==> src/rtl/roi_shift_word.sv <==
// roi_shift_word: NCH-channel serial-to-parallel word assembler with a
// matching parallel-to-serial return path. Every strobe consumes one bit per
// channel; after WIDTH strobes the assembled words are published on `word`,
// reloaded into the output shifters, and counted. The serial output is
// therefore the input stream delayed by exactly WIDTH strobes.
//
// The serial output port is named sdo because "do" is a reserved word.
module roi_shift_word #(
  parameter int WIDTH     = 8,
  parameter int NCH       = 1,
  parameter int LSB_FIRST = 1,
  parameter int COUNT_W   = 16
) (
  input  logic                   clk,
  input  logic                   rst_n,
  input  logic                   stb,
  input  logic                   clr,
  input  logic [NCH-1:0]         di,
  output logic [NCH-1:0]         sdo,
  output logic [NCH*WIDTH-1:0]   word,
  output logic                   word_valid,
  output logic [COUNT_W-1:0]     word_count
);

  localparam int CNT_W = $clog2(WIDTH);
  localparam logic [CNT_W-1:0] LAST_BIT = CNT_W'(WIDTH - 1);

  logic [CNT_W-1:0]             bit_cnt;
  logic [NCH-1:0][WIDTH-1:0]    in_sr;
  logic [NCH-1:0][WIDTH-1:0]    out_sr;
  logic [NCH-1:0][WIDTH-1:0]    in_next;
  logic [NCH-1:0][WIDTH-1:0]    out_next;
  logic                         last_bit;

  assign last_bit = (bit_cnt == LAST_BIT);

  // Next shift values: input shifter takes di at the far end so the first bit
  // lands at bit 0 (LSB first) or bit WIDTH-1 (MSB first) after WIDTH shifts;
  // output shifter moves toward its output end, back-filling with zero.
  always_comb begin
    in_next  = '0;
    out_next = '0;
    for (int c = 0; c < NCH; c++) begin
      if (LSB_FIRST != 0) begin
        in_next[c]  = {di[c], in_sr[c][WIDTH-1:1]};
        out_next[c] = {1'b0, out_sr[c][WIDTH-1:1]};
      end else begin
        in_next[c]  = {in_sr[c][WIDTH-2:0], di[c]};
        out_next[c] = {out_sr[c][WIDTH-2:0], 1'b0};
      end
    end
  end

  // Serial output is taken straight from the output shifter's output end.
  always_comb begin
    sdo = '0;
    for (int c = 0; c < NCH; c++) begin
      if (LSB_FIRST != 0) begin
        sdo[c] = out_sr[c][0];
      end else begin
        sdo[c] = out_sr[c][WIDTH-1];
      end
    end
  end

  // Bit counter, shifters, published word and word counter.
  always_ff @(posedge clk or negedge rst_n) begin
    if (!rst_n) begin
      bit_cnt    <= '0;
      in_sr      <= '0;
      out_sr     <= '0;
      word       <= '0;
      word_valid <= 1'b0;
      word_count <= '0;
    end else begin
      word_valid <= 1'b0;
      if (clr) begin
        // Discard only the partial word; the return path keeps shifting
        // whatever it already holds on later strobes.
        bit_cnt <= '0;
        in_sr   <= '0;
      end else if (stb) begin
        if (last_bit) begin
          word       <= in_next;
          out_sr     <= in_next;
          in_sr      <= '0;
          bit_cnt    <= '0;
          word_valid <= 1'b1;
          word_count <= word_count + COUNT_W'(1);
        end else begin
          in_sr   <= in_next;
          out_sr  <= out_next;
          bit_cnt <= bit_cnt + CNT_W'(1);
        end
      end
    end
  end

endmodule

==> config.mk <==
export PLATFORM = sky130hd
export DESIGN_NAME = roi_shift_word
export DESIGN_NICKNAME = d
export VERILOG_FILES = /design/src/rtl/roi_shift_word.sv
export SDC_FILE = /design/constraint.sdc
export NUM_CORES = 1
export LEC_CHECK = 0
export CORE_ASPECT_RATIO = 0.6
export CORE_UTILIZATION = 47
export CTS_CLUSTER_SIZE = 14
export DETAILED_ROUTE_END_ITERATION = 7
export PLACE_DENSITY = 0.76
export SLEW_MARGIN = 20
export SYNTH_ARGS = -nofsm -noshare
export SYNTH_HDL_FRONTEND = slang
export SYNTH_SLANG_ARGS = --single-unit
==> constraint.sdc <==
create_clock -name clk -period 1.4 [get_ports clk]
set_input_delay 0.14 -clock clk [delete_from_list [all_inputs] [get_ports clk]]
set_output_delay 0.14 -clock clk [all_outputs]
set_load 0.02 [all_outputs]
**Word-level counts from Yosys, hierarchy flattened**

Cells that the tools add are included.

- Equal/unequal tests: 1
- Add/sub/neg operators: 2
- Bitwise operators: 1
- Mux-type cells: 10
- Reduce and logical (&&, ||, !) cells: 3

Operators by type and width:

| kind | number |
|---|---|
| $mux 8 | 4 |
| $add 16x1->16 const B | 1 |
| $mux 3 | 3 |
| $add 3x1->3 const B | 1 |
| $eq 3x3->1 const B | 1 |
| $mux 1 | 3 |
| $reduce_and 3->1 | 1 |
| $reduce_and 2->1 | 1 |
| $reduce_bool 2->1 | 1 |
| $not 1->1 | 1 |

- Bits in registers: 44
- Output and inout bits: 26
- Logic and storage cells: 23
- Input port bits: 5

**Logic depth before layout (Yosys ltp)**

- Depth in word-level cells: 4
- Depth in mapped cells: 7
- Mapped depth without buffers: 6

**Least setup slack after synthesis**

No wires, ideal clock.

- Kind: register to register
- From: register bit_cnt[0]
- To: register word_count[11]
- Arrival time: 1.424 ns
- Period minus slack after synthesis: 1.555 ns
- Setup slack: -0.155 ns
- Required time: 1.270 ns
- Stages on the path, launching flop included: 7
- Setup time: 0.130 ns
- Path buffers: 0
- Cells stage by stage: dfrtp_1 -> ha_1 -> ha_1 -> nand3b_4 -> nor4_4 -> nand3_1 -> xnor2_1

- Cells in the longest elaborated chain, start to end: 2

Ends and longest elaborated chain:

| element | RTL line | RTL |
|---|---|---|
| from (decl) | 28 | `logic [CNT_W-1:0] bit_cnt;` |
| from (signal assigned) | 93 | `bit_cnt <= bit_cnt + CNT_W'(1);` |
| $eq 3x3->1 | 35 | `assign last_bit = (bit_cnt == LAST_BIT);` |
| $reduce_and 3->1 (no source line) | n/a |  |
| to (signal assigned) | 89 | `word_count <= word_count + COUNT_W'(1);` |
| to (decl) | 22 | `output logic [COUNT_W-1:0] word_count` |

Every way passes these cells.
A chain may end at the register's enable or synchronous reset.

**Worst setup path after layout**

- From: register bit_cnt[0]
- To: register word_count[6]

Same word-level chain as after synthesis.

==> impl_metrics.tcl <==
set metrics [dict create \
    status "finished with violations" \
    violations "design-rule violations, negative setup slack" \
    placed_cells 271 \
    grtUsageTotal_pct 20.49 \
    setup_viol 21 \
    grt-ovfl-total 0 \
    cpMostUsedCell "ha_4" \
    cap_violations 0 \
    r2r-start "bit_cnt[0]" \
    grt_pass1_wl_mm 6.651 \
    critPathSlowestCell "dfrtp_1" \
    ys_top_cells_by_area "dfrtp_1 56%, nand2_1 7.9%, mux2i_1 4.7%" \
    slew_headroom_pct 67.48 \
    routed_via_density 4.989 \
    drtPass1Iterations 6 \
    fin_setup_tns_ns -1.402 \
    period_needed_ns 1.567 \
    hold_viol_final 0 \
    wl_per_cell_um 14.50 \
    fmax_mhz 638.3 \
    final_nets 245 \
    critPathLaunchType "flop" \
    finalPower_mw 2.139 \
    synth-edff-count 0 \
    core_area_um2 3765 \
    clkTransAtPathRegs_ns 0.08 \
    synth_seq_cells 43 \
    drc_errors 2 \
    critical_path.cell_chain "ha_4 -> ha_4 -> nand3b_4 -> or2_4 -> nor2_1 -> xor2_1" \
    gp_congestion 0.8597 \
    fin_skew_ns 0.01161 \
    synth-async-reset-ratio_pct 100.0 \
    cts.sinks 43 \
    period_share_pct 111.9 \
    antenna_found_initial 0 \
    h-tree-depth 2 \
    antenna_left 0 \
    fillers 269 \
    worst_hold_slack_ns 0.2523 \
    rsz0062_at_grt "yes" \
    grt_pass1_vias 1374 \
    place_area_um2 2426 \
    io_buffers 30 \
    numCtsBuffers 5 \
    max_stage_delay_ns 0.40 \
    initial_utilization_pct 50.61 \
    grt_max_degree 33 \
    power_leakage_nw 1.419 \
    die_y_um 51.32 \
    die_x_um 84.21 \
    syn_area_um2 1906 \
    crit_path_end_kind "flop" \
    fin_cells 284 \
    timing.final.ws_setup_ns -0.1666 \
    cts_tree "yes" \
    crit_required_ns 1.62 \
    r2r_cells 6 \
    synth_area_per_cell_um2 10.65 \
    criticalPathCategory "reg2reg" \
    placementRows 17 \
    syn_inst 179 \
    r2r_end "word_count[6]" \
    clock_latency_ns 0.30 \
    totalWireLength_mm 4.118 \
    cts_root_buf "clkbuf_8" \
    synth_nets 188 \
    synth-main-ff-cell "dfrtp_1" \
    vias 1417 \
    cts_buffer_depth 2 \
    reg2reg_slack_ns -0.17 \
    layout_common_cells "40 x nand2_1, 40 x dfrtp_1, 23 x buf_4" \
    hpwlAfterDp_mm 2.918 \
    synth_top_area_cell "dfrtp_1" \
    tightestPinTransition_ns 0.4879 \
    yosysSeqAreaShare_pct 56.47 \
    final_area_um2 2586 \
    first_iter_violations 55 \
    die_area_um2 4321 \
    peakVddDrop_uv 577.5 \
    path_max_fanout 6 \
    cp_data_arrival_time_ns 1.78 \
    powerDensity_nw_per_um2 827.1 \
    slew_violations 0 \
    yosysUniqueCellTypes 25 \
    netlist.area_leader.share_pct 56.47 \
    area_growth_pct 35.72 \
    hold_class "in2async" \
    io-pin-count 31 \
    drive_above_1_share_pct 21.94 \
    diodes 0 \
    yosys_warnings 0 \
]
## through the flow
step / worst slack, ns / utilization, %
2_1_floorplan: -0.05393 / -
3_3_place_gp: -0.1071 / 64.44
3_5_place_dp: -0.2327 / 64.44
4_1_cts: -0.1493 / 67.10
5_1_grt: -0.2159 / 68.69
6_report: -0.1666 / 68.69
## worst max-delay path by stage
stage / start / endpoint
floorplan: word_count[0] / word_count[12]
global placement: stb / word_count[6]
detailed placement: stb / word_count[8]
CTS: bit_cnt[0] / word_count[8]
global route: bit_cnt[0] / word_count[6]
finish: bit_cnt[0] / word_count[6]
## logic make-up (layout without fill, tap and decap cells)
group	Yosys count	in the layout	synth area share, %
simple gates	82	82	22.52
flops	43	43	56.47
compound gates	16	16	4.399
xor+xnor	15	15	6.894
buf+inv	10	68	2.364
mux	9	9	4.728
fa+ha+maj	4	4	2.627
## routing by layer
metal	vias up	share of wire, %	global-route usage, %
li1	709	-	-
met2	24	47	33.47
met1	677	48	27.63
met3	7	3.5	4.362
met5	-	0	0
met4	0	1.1	6.897
## synth_stat cells, types with 4 or more instances
master,number
dfrtp_1,43
nand2_1,40
nand3_1,13
xnor2_1,10
mux2i_1,9
nand2b_1,9
a21oi_1,8
nor2_1,8
o21ai_0,7
xor2_1,5
clkbuf_1,4
ha_1,4
## state kept, by name, indices dropped and copies added (netlist names)
register / count
in_sr: 7
out_sr: 8
word_valid: 1
word_count: 16
bit_cnt: 3
word: 8
## power breakdown
part	switching [mW]	leakage (nW)	internal (mW)
logic	0.0654	0.779	0.0515
clock network	0.419	0.0477	0.341
registers	0.0105	0.593	1.25
## cell type report
class	count	area (um^2)	share of cell area (%)
clock buffer	5	68.82	2.661
multi-input combinational	126	842.1	32.56
clock inverter	3	15.01	0.5806
sequential	43	1080	41.75
timing repair buffer	58	514.2	19.88
tap	47	58.81	2.274
inverter	2	7.507	0.2903
## worst max-delay path: cells and delay by family (launching register included)
family                     cells  cell delay [ns]
and+or+nand+nor                3             0.60
DFF                            1             0.40
adders and majority gates      2             0.32
xor gates and xnor gates       1             0.17
## timing repair
action / in CTS / in global routing
setup buffers: 2 / 2
hold endpoints to repair: 11 / 0
hold buffers: 1 / 0
gates resized for setup: 25 / 12
pin swaps: 4 / 5
endpoints found under the setup margin: 53 / 38
(Power assumes the default switching activity.)
